### src/rtl/lms_pkg.sv
// Shared widths, FSM encoding and saturation helper
// for the LMS coefficient-update stage.
package lms_pkg;

    localparam int LMS_TAPS  = 8;
    localparam int LMS_DW    = 16;
    localparam int LMS_CW    = 16;
    localparam int LMS_SHIFT = 20;
    localparam int LMS_SW    = 2 * LMS_DW + 1;

    typedef enum logic [1:0] {
        S_IDLE,
        S_MUL,
        S_ACC,
        S_DONE
    } lms_state_e;

    // In range when every bit above the CW sign bit matches it
    function automatic logic signed [LMS_CW-1:0] sat_cw(
        input logic signed [LMS_SW-1:0] v
    );
        logic signed [LMS_CW-1:0] r;
        if (&v[LMS_SW-1:LMS_CW-1] || ~|v[LMS_SW-1:LMS_CW-1])
            r = v[LMS_CW-1:0];
        else if (v[LMS_SW-1])
            r = {1'b1, {(LMS_CW-1){1'b0}}};
        else
            r = {1'b0, {(LMS_CW-1){1'b1}}};
        return r;
    endfunction

endpackage

### src/rtl/lms_coef_update_if.sv
// Sample strobe in, coefficient vector and status out
// for the LMS coefficient-update stage.
interface lms_coef_update_if
    import lms_pkg::*;
#(
    parameter int TAPS = LMS_TAPS,
    parameter int DW   = LMS_DW,
    parameter int CW   = LMS_CW
);

    logic                   sample_valid_i;
    logic signed [DW-1:0]   x_i;
    logic signed [DW-1:0]   error_i;
    logic [TAPS*CW-1:0]     coef_o;
    logic                   coef_valid_o;
    logic                   busy_o;
    logic                   overrun_o;

    modport master (
        output sample_valid_i, x_i, error_i,
        input  coef_o, coef_valid_o, busy_o, overrun_o
    );

    modport slave (
        input  sample_valid_i, x_i, error_i,
        output coef_o, coef_valid_o, busy_o, overrun_o
    );

endinterface

### src/rtl/lms_sat_acc.sv
// One-tap weight step: floor-shift the product, add,
// and clamp to the coefficient range.
module lms_sat_acc
    import lms_pkg::*;
#(
    parameter int DW    = LMS_DW,
    parameter int CW    = LMS_CW,
    parameter int SHIFT = LMS_SHIFT
) (
    input  logic signed [CW-1:0]   w_i,
    input  logic signed [2*DW-1:0] prod_i,
    output logic signed [CW-1:0]   w_o
);

    localparam int SW = 2 * DW + 1;

    logic signed [2*DW-1:0] step;
    logic signed [SW-1:0]   sum;

    assign step = prod_i >>> SHIFT;
    assign sum  = {step[2*DW-1], step}
                + {{(SW-CW){w_i[CW-1]}}, w_i};
    assign w_o  = sat_cw(sum);

endmodule

### src/rtl/lms_coef_update.sv
// LMS coefficient update: serial w[k] += mu*e*x[k]
// through one shared multiplier, two cycles per tap.
module lms_coef_update
    import lms_pkg::*;
#(
    parameter int TAPS  = LMS_TAPS,
    parameter int DW    = LMS_DW,
    parameter int CW    = LMS_CW,
    parameter int SHIFT = LMS_SHIFT
) (
    input  logic         clk_i,
    input  logic         rst_n_i,
    lms_coef_update_if.slave bus
);

    localparam int KW = (TAPS > 1) ? $clog2(TAPS) : 1;

    lms_state_e             state_q;
    lms_state_e             state_d;
    logic signed [DW-1:0]   x_q [TAPS];
    logic signed [CW-1:0]   w_q [TAPS];
    logic signed [DW-1:0]   e_q;
    logic signed [2*DW-1:0] prod_q;
    logic [KW-1:0]          k_q;
    logic                   overrun_q;
    logic signed [CW-1:0]   w_new;
    logic                   accept;
    logic                   last;

    assign accept = (state_q == S_IDLE) && bus.sample_valid_i;
    assign last   = (k_q == KW'(TAPS - 1));

    lms_sat_acc #(
        .DW    (DW),
        .CW    (CW),
        .SHIFT (SHIFT)
    ) u_sat_acc (
        .w_i    (w_q[k_q]),
        .prod_i (prod_q),
        .w_o    (w_new)
    );

    always_comb begin
        state_d = state_q;
        unique case (state_q)
            S_IDLE: if (bus.sample_valid_i) state_d = S_MUL;
            S_MUL:  state_d = S_ACC;
            S_ACC:  state_d = last ? S_DONE : S_MUL;
            S_DONE: state_d = S_IDLE;
            default: state_d = S_IDLE;
        endcase
    end

    // Reset discards any partial update rather than restoring
    always_ff @(posedge clk_i) begin
        if (!rst_n_i) begin
            state_q   <= S_IDLE;
            e_q       <= '0;
            prod_q    <= '0;
            k_q       <= '0;
            overrun_q <= 1'b0;
            for (int i = 0; i < TAPS; i++) begin
                x_q[i] <= '0;
                w_q[i] <= '0;
            end
        end else begin
            state_q <= state_d;
            if (bus.sample_valid_i && state_q != S_IDLE)
                overrun_q <= 1'b1;
            if (accept) begin
                x_q[0] <= bus.x_i;
                for (int i = 1; i < TAPS; i++)
                    x_q[i] <= x_q[i-1];
                e_q <= bus.error_i;
                k_q <= '0;
            end
            if (state_q == S_MUL)
                prod_q <= (2*DW)'(e_q) * (2*DW)'(x_q[k_q]);
            if (state_q == S_ACC) begin
                w_q[k_q] <= w_new;
                if (!last)
                    k_q <= k_q + KW'(1);
            end
        end
    end

    always_comb begin
        bus.coef_o = '0;
        for (int i = 0; i < TAPS; i++)
            bus.coef_o[i*CW +: CW] = w_q[i];
    end

    assign bus.coef_valid_o = (state_q == S_DONE);
    assign bus.busy_o       = (state_q != S_IDLE);
    assign bus.overrun_o    = overrun_q;

endmodule

### src/flat_wrapper.sv
// flat-port wrapper written by rule: the top's interface ports become plain ports
module lms_coef_update_flat import lms_pkg::*;
#(
    parameter int TAPS  = LMS_TAPS,
    parameter int DW    = LMS_DW,
    parameter int CW    = LMS_CW,
    parameter int SHIFT = LMS_SHIFT
)
  (clk_i, rst_n_i, bus_sample_valid_i, bus_x_i, bus_error_i, bus_coef_o, bus_coef_valid_o, bus_busy_o, bus_overrun_o);
  lms_coef_update_if #(.TAPS(TAPS), .DW(DW), .CW(CW)) bus_i ();
  input  logic clk_i;
  input  logic rst_n_i;
  input wire logic [$bits(bus_i.sample_valid_i)-1:0] bus_sample_valid_i;
  input wire logic [$bits(bus_i.x_i)-1:0] bus_x_i;
  input wire logic [$bits(bus_i.error_i)-1:0] bus_error_i;
  output wire logic [$bits(bus_i.coef_o)-1:0] bus_coef_o;
  output wire logic [$bits(bus_i.coef_valid_o)-1:0] bus_coef_valid_o;
  output wire logic [$bits(bus_i.busy_o)-1:0] bus_busy_o;
  output wire logic [$bits(bus_i.overrun_o)-1:0] bus_overrun_o;
  assign bus_i.sample_valid_i = bus_sample_valid_i;
  assign bus_i.x_i = bus_x_i;
  assign bus_i.error_i = bus_error_i;
  assign bus_coef_o = bus_i.coef_o;
  assign bus_coef_valid_o = bus_i.coef_valid_o;
  assign bus_busy_o = bus_i.busy_o;
  assign bus_overrun_o = bus_i.overrun_o;
  lms_coef_update #(.TAPS(TAPS), .DW(DW), .CW(CW), .SHIFT(SHIFT)) u_core (.clk_i(clk_i), .rst_n_i(rst_n_i), .bus(bus_i));
endmodule
### config.mk
export PLATFORM = sky130hd
export DESIGN_NAME = lms_coef_update_flat
export DESIGN_NICKNAME = d
export VERILOG_FILES = /design/src/rtl/lms_pkg.sv /design/src/rtl/lms_coef_update_if.sv /design/src/rtl/lms_sat_acc.sv /design/src/rtl/lms_coef_update.sv /design/src/flat_wrapper.sv
export SDC_FILE = /design/constraint.sdc
export NUM_CORES = 1
export LEC_CHECK = 0
export ABC_CLOCK_PERIOD_IN_PS = 13700
export CORE_MARGIN = 2
export CORE_UTILIZATION = 55
export DETAILED_ROUTE_END_ITERATION = 8
export PLACE_DENSITY = 0.84
export SETUP_SLACK_MARGIN = 0.3
export SLEW_MARGIN = 15
export SYNTH_ARGS = -nofsm -noshare
export SYNTH_HDL_FRONTEND = slang
export SYNTH_SLANG_ARGS = --single-unit
### constraint.sdc
create_clock -name clk_i -period 13.7 [get_ports clk_i]
set_clock_uncertainty 0.05 [all_clocks]
set_input_delay 2.74 -clock clk_i [delete_from_list [all_inputs] [get_ports clk_i]]
set_output_delay 2.74 -clock clk_i [all_outputs]
set_load 0.03 [all_outputs]
After elaboration in Yosys (flattened, before gate mapping)
Memories as Yosys holds them, arrays and structs flattened. A register that Yosys moved wholly into a read port is not among the register bits. Index checks and enable logic that the tools add are counted.

Output and inout bits: 131. Register bits after elaboration: 54. Memory bits (writable): 256. Bits in latches: 0. Memories: 2. ROM bits: 0. Logic and storage cells: 60.

Memory list: u_core.w_q (words 8, width 16, read ports 9, clocked after Yosys merged registers in 1, wr ports 8, RTL line lms_coef_update.sv:21) `logic signed [CW-1:0] w_q [TAPS];`; u_core.x_q (words 8, width 16, read ports 8, clocked after Yosys merged registers in 1, wr ports 8, RTL line lms_coef_update.sv:20) `logic signed [DW-1:0] x_q [TAPS];`.

Order comparisons: 0. Bitwise operators: 8. Add/sub/neg operators: 2. Reduce and logical (&&, ||, !) cells: 9. Divide/modulo/power cells: 0. Multipliers: 1. Shift operators: 0. Mux-type cells: 28. Equal/unequal tests: 5.

Operators with widths (number): two-way mux 16 bit (11); multiplier 16 x 16 -> 32 bit (1); two-way mux 3 bit (6); AND reduction 18 bit (1); OR reduction 18 bit (1); adder 12 x 16 -> 17 bit (1); OR reduction 16 bit (1); two-way mux 1 bit (8); OR 1 bit (8); case mux 2 bit (4 select lines) (1); == test 2 bit, second input constant (2); two-way mux 2 bit (2); adder 3 x 1 -> 3 bit, second input constant (1); == test 3 bit, second input constant (1); == test 2 x 1 -> 1 bit, second input constant (1); logical AND 1 bit (2); logical NOT 2 bit (1); != test 2 bit, second input constant (1); nonzero test 2 bit (1); logical NOT 1 bit (1); logical OR 1 bit (1).

Depth between registers and ports, before layout
Gate-level depths: netlist (run 1).

Depth after elaboration: 6. Depth in mapped cells: 30.

By module
A second synthesis (run 1) with hierarchy kept.

Cell total of the unflattened synthesis: 2212. Area total of the unflattened synthesis: 23737.8 µm².

By module, submodules not included: lms_coef_update (area each 22848.2 µm², times used 1, cells each 2091); lms_sat_acc (area each 889.6 µm², times used 1, cells each 121).

Worst setup path before layout (run 1)
No wires, ideal clock.

Path type: register -> register. From: reg, netlist name u_core.k_q[0]. To: reg u_core.prod_q[29]. Required time: 13.566 ns. Library setup time: 0.084 ns. Arrival time: 7.120 ns. Stages on the path, launching flop included: 31. Slack: 6.445 ns. Cell sequence: dfxtp_1 clkbuf_1 nand2b_1 nor2_1 clkbuf_1 buf_1 a22oi_1 nand4_1 clkbuf_1 nand2_1 fa_1 inv_1 fa_1 inv_1 fa_1 inv_1 fa_1 fa_1 inv_1 fa_1 inv_1 ha_1 a211oi_1 o21ai_0 a221oi_1 nand2_1 o21ai_2 a31oi_4 a41o_1 o21a_1 o31ai_2.

RTL lines: to (signal assigned) (RTL line lms_coef_update.sv:78) `prod_q <= (2*DW)'(e_q) * (2*DW)'(x_q[k_q]);`; to (decl) (RTL line lms_coef_update.sv:23) `logic signed [2*DW-1:0] prod_q;`.

==> results.yml, run 1 <==
status:
  status: "finished clean"
synth:
  synth_area_per_cell_um2: 10.8
  synth_edf_count: 256
  yosys_warnings: 0
  synthFlopType: "edfxtp_1"
  postSynthCellCount: 2057
  synthArstFlopShare: 0
  syn_area_um2: 22300
  ys_seq_elements: 290
  yosysUniqueCellTypes: 62
  seq_area_frac_synth: 0.376
  syn_nets: 2451
routing:
  totalWireLength_um: 60000
  drc_errors: 0
  dr.first_iter.drc_count: 1980
  drt_pass1_iterations: 7
  via_count: 16743
  antenna_left: 0
  wire_per_inst_um: 22.3
  viasPerCell: 6.21
sta:
  min_period_ns: 8.47
  setup_ws_ns: 5.23
  setup_viol: 0
  clock.fmax_ghz: 0.118
  worst_slew_pin_slew_ns: 1.30
  max_slew_margin: 0.127
  tns_ns: 0
  whs_ns: 0.422
  maxSlewViolCount: 0
  post-route-period-util: 0.618
  hold_viol: 0
  rsz0062_at_grt: "no"
clocking:
  cts_made_buffers: 27
  cts_tree: "yes"
  clkSinkCount: 290
  postCtsSetupRepairBufs: 0
  clk_latency_ns: 0.57
  cts_root_buf: "clkbuf_16"
  clk_path_buf_depth: 3
  cts_hold_buf: 0
  htree_levels: 1
  cts_resized: 0
  clk_pin_slew_ns: 0.07
power_and_ir_drop:
  power.leakage_nw: 11.0
  power_mw: 2.75
  power.density_nw_per_um2: 109
  ir_drop_mv: 0.0855
global_routing:
  grt_pass1_wl_um: 95000
  grtUsageTotal: 0.292
  globalRouteOverflowTotal: 0
  grt_pass1_vias: 17676
  antenna_found_initial: 0
  grt_max_degree: 114
cells_and_area:
  layout_common_cells: "inv_1 (302), fa_1 (262), edfxtp_1 (256), nand2_1 (180), clkdlybuf4s50_1 (164)"
  final_common_cell: "inv_1"
  nFillCells: 2999
  drive_gt1_frac: 0.0428
  syn_to_final_growth_pct: 13.2
  layout.nets: 2546
  post-route-util: 0.633
  antennaDiodeCount: 0
flow_run:
  maxCapViolations: 0
placed_design:
  port_buffers: 165
  place_ws_ns: 5.36
  dp_hpwl_um: 42000
  place.gp.congestion: 0.912
worst_setup_path:
  rrSetupSlack_ns: 5.23
  path_buf_inv: 5
  crit_family: "adder cells"
  end_kind: "register"
  critical_path_class: "reg -> reg"
  critPathMaxStageDelay_ns: 0.73
  cpMostUsedCell: "fa_1"
  path_max_fanout: 31
  critPathRequiredTime_ns: 14.08
  critical_path_arrival_ns: 8.84
  crit_path_start_kind: "register"
  slowest_stage: "nand4_1"
floorplan:
  start_util: 0.559
  ios: 166
  die_w_um: 205
  rows: 73
  core_region_area_um2: 39800
  die_h_um: 205
  dieArea_um2: 42100
worst_hold_path:
  hp-class: "reg -> reg"
[sequential cells by signal (all words and copies together) (netlist names)]
signal	flops
u_core.state_q	2
u_core.x_q	128
u_core.bus.overrun_o	1
u_core.k_q	3
u_core.w_q	128
u_core.e_q	16
u_core.prod_q	12
[cells by family after synthesis]
family / count (synthesis) / share of synthesized area
DFF: 290 / 0.376
xor gates and xnor gates: 32 / 0.0126
and+or+nand+nor: 587 / 0.138
AOI/OAI and AO/OA: 361 / 0.106
muxes: 8 / 0.00567
buffers and inverters: 420 / 0.0722
adders and majority gates: 359 / 0.290
[where the power goes]
part	total (mW)	switching, mW	internal [mW]
clock	0.783	0.344	0.439
sequential	1.08	0.0566	1.03
combinational	0.886	0.549	0.338
[worst register-to-register path, cell delays in order (launching register included)]
cell,delay (ns)
dfxtp_1,0.58
nand2b_1,0.24
nor2_2,0.04
buf_4,0.30
a22oi_1,0.31
nand4_1,0.73
and2_1,0.50
fa_1,0.54
inv_1,0.06
fa_1,0.52
inv_1,0.05
fa_1,0.50
fa_1,0.44
fa_1,0.50
inv_1,0.05
fa_1,0.47
inv_1,0.04
ha_1,0.28
a211oi_1,0.20
o21ai_0,0.11
a221oi_1,0.66
nand2_1,0.15
o21ai_2,0.22
a31oi_4,0.16
a21o_1,0.24
a211oi_1,0.27
o31ai_1,0.12
[synth_stat cells, types with 3 or more instances]
cell type    n  share of area
a21oi_1     40         0.0090
xnor2_1     21         0.0083
o21ai_1      3        0.00067
a21boi_0    16         0.0054
xor2_1      11         0.0043
a211oi_1     5         0.0017
or2_2        6         0.0017
fa_1       262           0.24
nor2_1      64          0.011
clkbuf_1    91          0.015
a21o_1       9         0.0030
o211ai_1     3         0.0010
a22oi_1    122          0.041
o21a_1       8         0.0027
dfxtp_1     34          0.031
o21ai_0    120          0.027
nand4_1     23         0.0065
nor3b_1      3         0.0010
o22ai_1      3        0.00084
inv_1      302          0.051
nor2b_1     80          0.022
nand2_1    181          0.030
and3_1      99          0.028
o21bai_1    10         0.0034
and4_1       8         0.0031
ha_1        97          0.054
buf_1       10         0.0017
a31oi_1      3        0.00084
nand2b_1    15         0.0042
nor3_1       8         0.0018
mux2i_1      4         0.0018
and2_1      90          0.025
edfxtp_1   256           0.35
buf_2       12         0.0027
nand3_1      4        0.00090
[per-stage QoR]
step	instance area (um^2)	std cells
after floorplan	22300	2057
after global placement	24300	2648
after detailed placement	24300	2648
after CTS	25200	2697
after global routing	25200	2697
final	25200	2697
[path summary, 6_finish.rpt]
kind	start	endpoint	depth (start not counted)
worst min register to register	u_core.prod_q[22]$_SDFFE_PN0N_	u_core.prod_q[22]$_SDFFE_PN0N_	2
worst max-delay path	u_core.k_q[1]$_SDFF_PN0_	u_core.prod_q[28]$_SDFFE_PN0N_	26
worst max register to register	u_core.k_q[1]$_SDFF_PN0_	u_core.prod_q[28]$_SDFFE_PN0N_	26
worst min-delay path	u_core.prod_q[22]$_SDFFE_PN0N_	u_core.prod_q[22]$_SDFFE_PN0N_	2
[final cells by class]
cell class | instances | area (um^2) | area share
Inverter | 302 | 1130 | 0.0449
Timing Repair Buffer | 184 | 1790 | 0.0710
Clock buffer | 29 | 683 | 0.0271
Clock inverter | 20 | 224 | 0.00888
Multi-Input combinational cell | 1347 | 12400 | 0.490
Tap cell | 525 | 657 | 0.0260
Sequential cell | 290 | 8370 | 0.332
[per-layer routing]
| layer | wire, um | track usage | vias up |
|---|---|---|---|
| met1 | 21700 | 0.376 | 8111 |
| met3 | 7330 | 0.0706 | 269 |
| met5 | 0 | 0 | - |
| li1 | - | - | 7070 |
| met2 | 27800 | 0.463 | 1293 |
| met4 | 3160 | 0.152 | 0 |
No activity file was read; power rests on OpenSTA's default activity.
==> run 2: changes to the inputs <==
- ABC_CLOCK_PERIOD_IN_PS: 13700 -> 7850
- clock period: 13.7 -> 7.85 ns (I/O delays scaled with it)
==> results.yml, run 2 (synthesis results as in run 1) <==
sta:
  worst_slew_pin_slew_ns: 1.38
  post-route-period-util: 0.936
  max_slew_margin: 0.0755
  setup_ws_ns: 0.499
  hold_viol: 0
  maxSlewViolCount: 0
  whs_ns: 0.438
  min_period_ns: 7.35
  rsz0062_at_grt: "no"
  setup_viol: 0
  clock.fmax_ghz: 0.136
cells_and_area:
  layout_common_cells: "inv_1 (301), fa_1 (260), edfxtp_1 (256), nand2_1 (180), clkdlybuf4s50_1 (164)"
  final_common_cell: "inv_1"
  syn_to_final_growth_pct: 15.4
  antennaDiodeCount: 0
  instances_no_fill: 2743
  drive_gt1_frac: 0.0721
  layout.nets: 2591
  nFillCells: 2912
  largest_registers: "u_core.w_q: 128 flops, u_core.x_q: 128 flops, u_core.e_q: 16 flops"
floorplan:
  rows: 73
  dieArea_um2: 42100
  ios: 166
  die_w_um: 205
  start_util: 0.559
  die_h_um: 205
  core_region_area_um2: 39800
worst_setup_path:
  crit_path_start_kind: "register"
  critical_path_arrival_ns: 7.77
  critical_path_class: "reg -> reg"
  critPathRequiredTime_ns: 8.27
  path_max_fanout: 9
  end_kind: "register"
routing:
  drt_pass1_iterations: 7
  drc_errors: 0
  viasPerCell: 6.16
  wire_per_inst_um: 22.6
  via_count: 16888
  antenna_left: 0
  totalWireLength_um: 61900
  dr.first_iter.drc_count: 2135
clocking:
  clk_latency_ns: 0.56
  clk_pin_slew_ns: 0.07
  clkSinkCount: 290
  cts_made_buffers: 27
  cts_tree: "yes"
  clk_path_buf_depth: 3
  cts_root_buf: "clkbuf_16"
  htree_levels: 1
global_routing:
  grt_pass1_wl_um: 96600
  grtUsageTotal: 0.298
  antenna_found_initial: 0
  globalRouteOverflowTotal: 0
  grt_max_degree: 102
  grt_pass1_vias: 17769
power_and_ir_drop:
  power.leakage_nw: 11.3
  power.density_nw_per_um2: 188
  ir_drop_mv: 0.271
placed_design:
  port_buffers: 165
  dp_hpwl_um: 43700
  place.gp.congestion: 0.966
  place_ws_ns: -0.0940
  dp.cells: 2670
flow_run:
  maxCapViolations: 0
status:
  status: "finished clean"
worst_hold_path:
  hp-class: "reg -> reg"
## run 2: cell types whose count changed in the layout (fill, tap and decap cells not counted), sizes merged
cell    before  now
buf         20   64
bufinv       4    3
inv        303  304
clkinv      12   14
## run 2: cell type report
type                            instances  area (um^2)  area share
Multi-Input combinational cell       1347        12400       0.484
Sequential cell                       290         8380       0.326
Timing Repair Buffer                  229         2190      0.0852
Inverter                              302         1140      0.0442
Clock buffer                           28          679      0.0264
Tap cell                              525          657      0.0255
Clock inverter                         22          220     0.00856
## run 2: final timing paths
path,from,endpoint,slack (ns),cells past startpoint
setup / recovery,u_core.k_q[2]$_SDFF_PN0_,u_core.prod_q[29]$_SDFFE_PN0N_,0.50,26
hold / removal,u_core.prod_q[20]$_SDFFE_PN0N_,u_core.prod_q[20]$_SDFFE_PN0N_,0.44,2
setup reg to reg,u_core.k_q[2]$_SDFF_PN0_,u_core.prod_q[29]$_SDFFE_PN0N_,0.50,26
hold reg to reg,u_core.prod_q[20]$_SDFFE_PN0N_,u_core.prod_q[20]$_SDFFE_PN0N_,0.44,2
## run 2: timing repair
item,in CTS,in global routing
resized for setup,8,24
hold buffers,0,0
pin swaps,5,10
gates cloned,0,1
endpoints found under the setup margin,10,12
endpoints found under the hold margin,0,0
setup buffers,14,8
## run 2: through the flow
stage,setup TNS (ns),area [um^2],utilization,power [mW]
after floorplan,0,22300,-,2.97
after global placement,0,24500,0.614,3.37
after detailed placement,-0.185,24500,0.614,3.43
after CTS,0,25500,0.641,4.79
after global routing,0,25700,0.646,5.07
final,0,25700,0.646,4.83
## run 2: report_power, final
group	internal, mW	leakage (nW)	switching, mW
Clock	0.740	0.443	0.611
Sequential	1.79	2.99	0.104
Combinational	0.618	7.85	0.973
## run 2: worst max-delay path, cell delays in order (launching register included)
cell	delay, ns
dfxtp_4	0.43
clkinvlp_4	0.18
nor3_4	0.28
buf_4	0.20
buf_4	0.19
a22oi_1	0.11
and4_1	0.28
or2_2	0.31
fa_1	0.47
fa_1	0.49
inv_1	0.05
fa_1	0.49
fa_1	0.45
fa_1	0.50
inv_1	0.05
fa_1	0.48
inv_1	0.04
ha_1	0.29
a211oi_1	0.22
o21ai_1	0.13
a221oi_2	0.40
nand2_1	0.13
o21ai_2	0.23
a31oi_4	0.15
a41o_1	0.30
o21a_1	0.19
o31ai_2	0.17
## run 2: per-layer routing
layer	global-route usage	routed length, um
met1	0.378	22100
met2	0.489	29100
met3	0.0619	7110
met4	0.144	3600
met5	0.00714	26
==> run 3: changes to the inputs <==
--- a/config.mk
+++ b/config.mk
@@ -7,4 +7,5 @@
 export LEC_CHECK = 0
 export ABC_CLOCK_PERIOD_IN_PS = 7850
+export CAP_MARGIN = 0
 export CORE_MARGIN = 2
 export CORE_UTILIZATION = 55
==> constraint.sdc (replaced) <==
create_clock -name clk_i -period 7.85 [get_ports clk_i]
set_clock_uncertainty 0.05 [all_clocks]
set_input_delay 0.785 -clock clk_i [delete_from_list [all_inputs] [get_ports clk_i]]
set_output_delay 0.785 -clock clk_i [all_outputs]
set_load 0.03 [all_outputs]
==> results.yml, run 3 (synthesis results as in run 1) <==
status:
  status: "finished with violations"
  violations: "design-rule violations"
power_and_ir_drop:
  power_mw: 4.76
  power.leakage_nw: 11.2
  power.density_nw_per_um2: 186
  ir_drop_mv: 0.189
clocking:
  htree_levels: 1
  cts_made_buffers: 27
  clk_latency_ns: 0.55
  cts_hold_buf: 0
  cts_tree: "yes"
  clkSinkCount: 290
  clk_pin_slew_ns: 0.07
  clk_path_buf_depth: 3
  cts_root_buf: "clkbuf_16"
sta:
  hold_viol: 0
  max_slew_margin: 0.181
  setup_viol: 0
  maxSlewViolCount: 0
  worst_slew_pin_slew_ns: 1.23
  min_period_ns: 7.34
  post-route-period-util: 0.935
  clock.fmax_ghz: 0.136
  rsz0062_at_grt: "no"
  setup_ws_ns: 0.509
  whs_ns: 0.433
cells_and_area:
  instances_no_fill: 2741
  syn_to_final_growth_pct: 15.0
  post-route-util: 0.643
  final_common_cell: "inv_1"
  antennaDiodeCount: 0
  nFillCells: 2908
  layout.nets: 2590
  layout_common_cells: "inv_1 (301), fa_1 (261), edfxtp_1 (256), nand2_1 (180), clkdlybuf4s50_1 (164)"
  drive_gt1_frac: 0.0686
  largest_registers: "u_core.w_q: 128 flops, u_core.x_q: 128 flops, u_core.e_q: 16 flops"
routing:
  drc_errors: 2
  via_count: 16942
  viasPerCell: 6.18
  drt_pass1_iterations: 9
  totalWireLength_um: 61600
  dr.first_iter.drc_count: 1978
  antenna_left: 0
  wire_per_inst_um: 22.5
worst_setup_path:
  crit_path_start_kind: "register"
  critical_path_class: "reg -> reg"
  critPathRequiredTime_ns: 8.26
  reg2reg_depth: 27
  critical_path_arrival_ns: 7.75
  path_max_fanout: 18
  end_kind: "register"
global_routing:
  grt_pass1_wl_um: 96800
  grt_max_degree: 127
  grt_pass1_vias: 17874
  grtUsageTotal: 0.298
  globalRouteOverflowTotal: 0
  antenna_found_initial: 0
placed_design:
  place.gp.congestion: 0.966
  dp.cells: 2669
  dp_hpwl_um: 43800
  port_buffers: 165
  place_ws_ns: -0.0278
floorplan:
  rows: 73
  core_region_area_um2: 39800
  die_h_um: 205
  dieArea_um2: 42100
  die_w_um: 205
  ios: 166
  start_util: 0.559
worst_hold_path:
  hold_depth: 2
  hp-class: "reg -> reg"
flow_run:
  maxCapViolations: 0
run 3: changes by cell type in the layout (fill, tap and decap cells not counted), moves of 2 or more:
cell / delta
clkbuf_1: +6
clkinv_4: -4
clkinvlp_4: -2
bufinv_16: -2
clkbuf_2: +3
clkinv_2: -2
nor2_4: +2
run 3: report_power, final:
part | internal (mW) | switching [mW]
Combinational | 0.615 | 0.978
Sequential | 1.79 | 0.0990
Clock | 0.704 | 0.571
Total | 3.11 | 1.65
run 3: critical path, stage by stage (launching register included):
cell and delay [ns]:
dfxtp_2 0.47, nand2_1 0.22, nor2_4 0.24, buf_4 0.21, buf_6 0.23, a22oi_1 0.12, and4_1 0.22, buf_4 0.23
nor2_1 0.13, fa_1 0.45, fa_1 0.48, fa_1 0.53, fa_1 0.43, fa_1 0.49, inv_1 0.05, fa_1 0.47
inv_1 0.04, ha_1 0.31, nand3_1 0.13, nor2_2 0.19, nand3_1 0.16, a311oi_4 0.28, buf_4 0.19, and2b_1 0.21
o21ai_2 0.23, a311oi_1 0.15, xor2_1 0.16, o21ai_0 0.15
run 3: repair_timing:
| action | 4_1_cts | 5_1_grt |
|---|---|---|
| cloned | 0 | 1 |
| gates resized for setup | 6 | 19 |
| setup buffers | 3 | 19 |
| pin swaps | 2 | 10 |
| endpoints found under the hold margin | 0 | 0 |
| setup endpoints to repair | 9 | 12 |
run 3: area by class of cell:
class	instances	area, um^2	share of cell area
inverter	302	1140	0.0444
clock buffer	39	756	0.0295
multi-input combinational	1348	12400	0.486
clock inverter	10	82.6	0.00322
tap	525	657	0.0256
timing repair buffer	227	2160	0.0843
sequential	290	8380	0.327
run 3: through the flow:
stage          cell area (um^2)  setup TNS, ns
5_1_grt                   25600              0
3_5_place_dp              24500        -0.0278
4_1_cts                   25400              0
6_report                  25600              0
3_3_place_gp              24500              0
2_1_floorplan             22300              0
run 3: final timing paths:
kind,from,endpoint,slack (ns)
hold reg to reg,u_core.prod_q[25]$_SDFFE_PN0N_,u_core.prod_q[25]$_SDFFE_PN0N_,0.43
setup reg to reg,u_core.k_q[0]$_SDFF_PN0_,u_core.prod_q[24]$_SDFFE_PN0N_,0.51
setup / recovery,u_core.k_q[0]$_SDFF_PN0_,u_core.prod_q[24]$_SDFFE_PN0N_,0.51
hold / removal,u_core.prod_q[25]$_SDFFE_PN0N_,u_core.prod_q[25]$_SDFFE_PN0N_,0.43
run 3: routing by layer:
layer,global-route usage,part of all wire
met4,0.152,0.057
met5,0,0
met3,0.0716,0.12
met1,0.380,0.35
met2,0.476,0.47
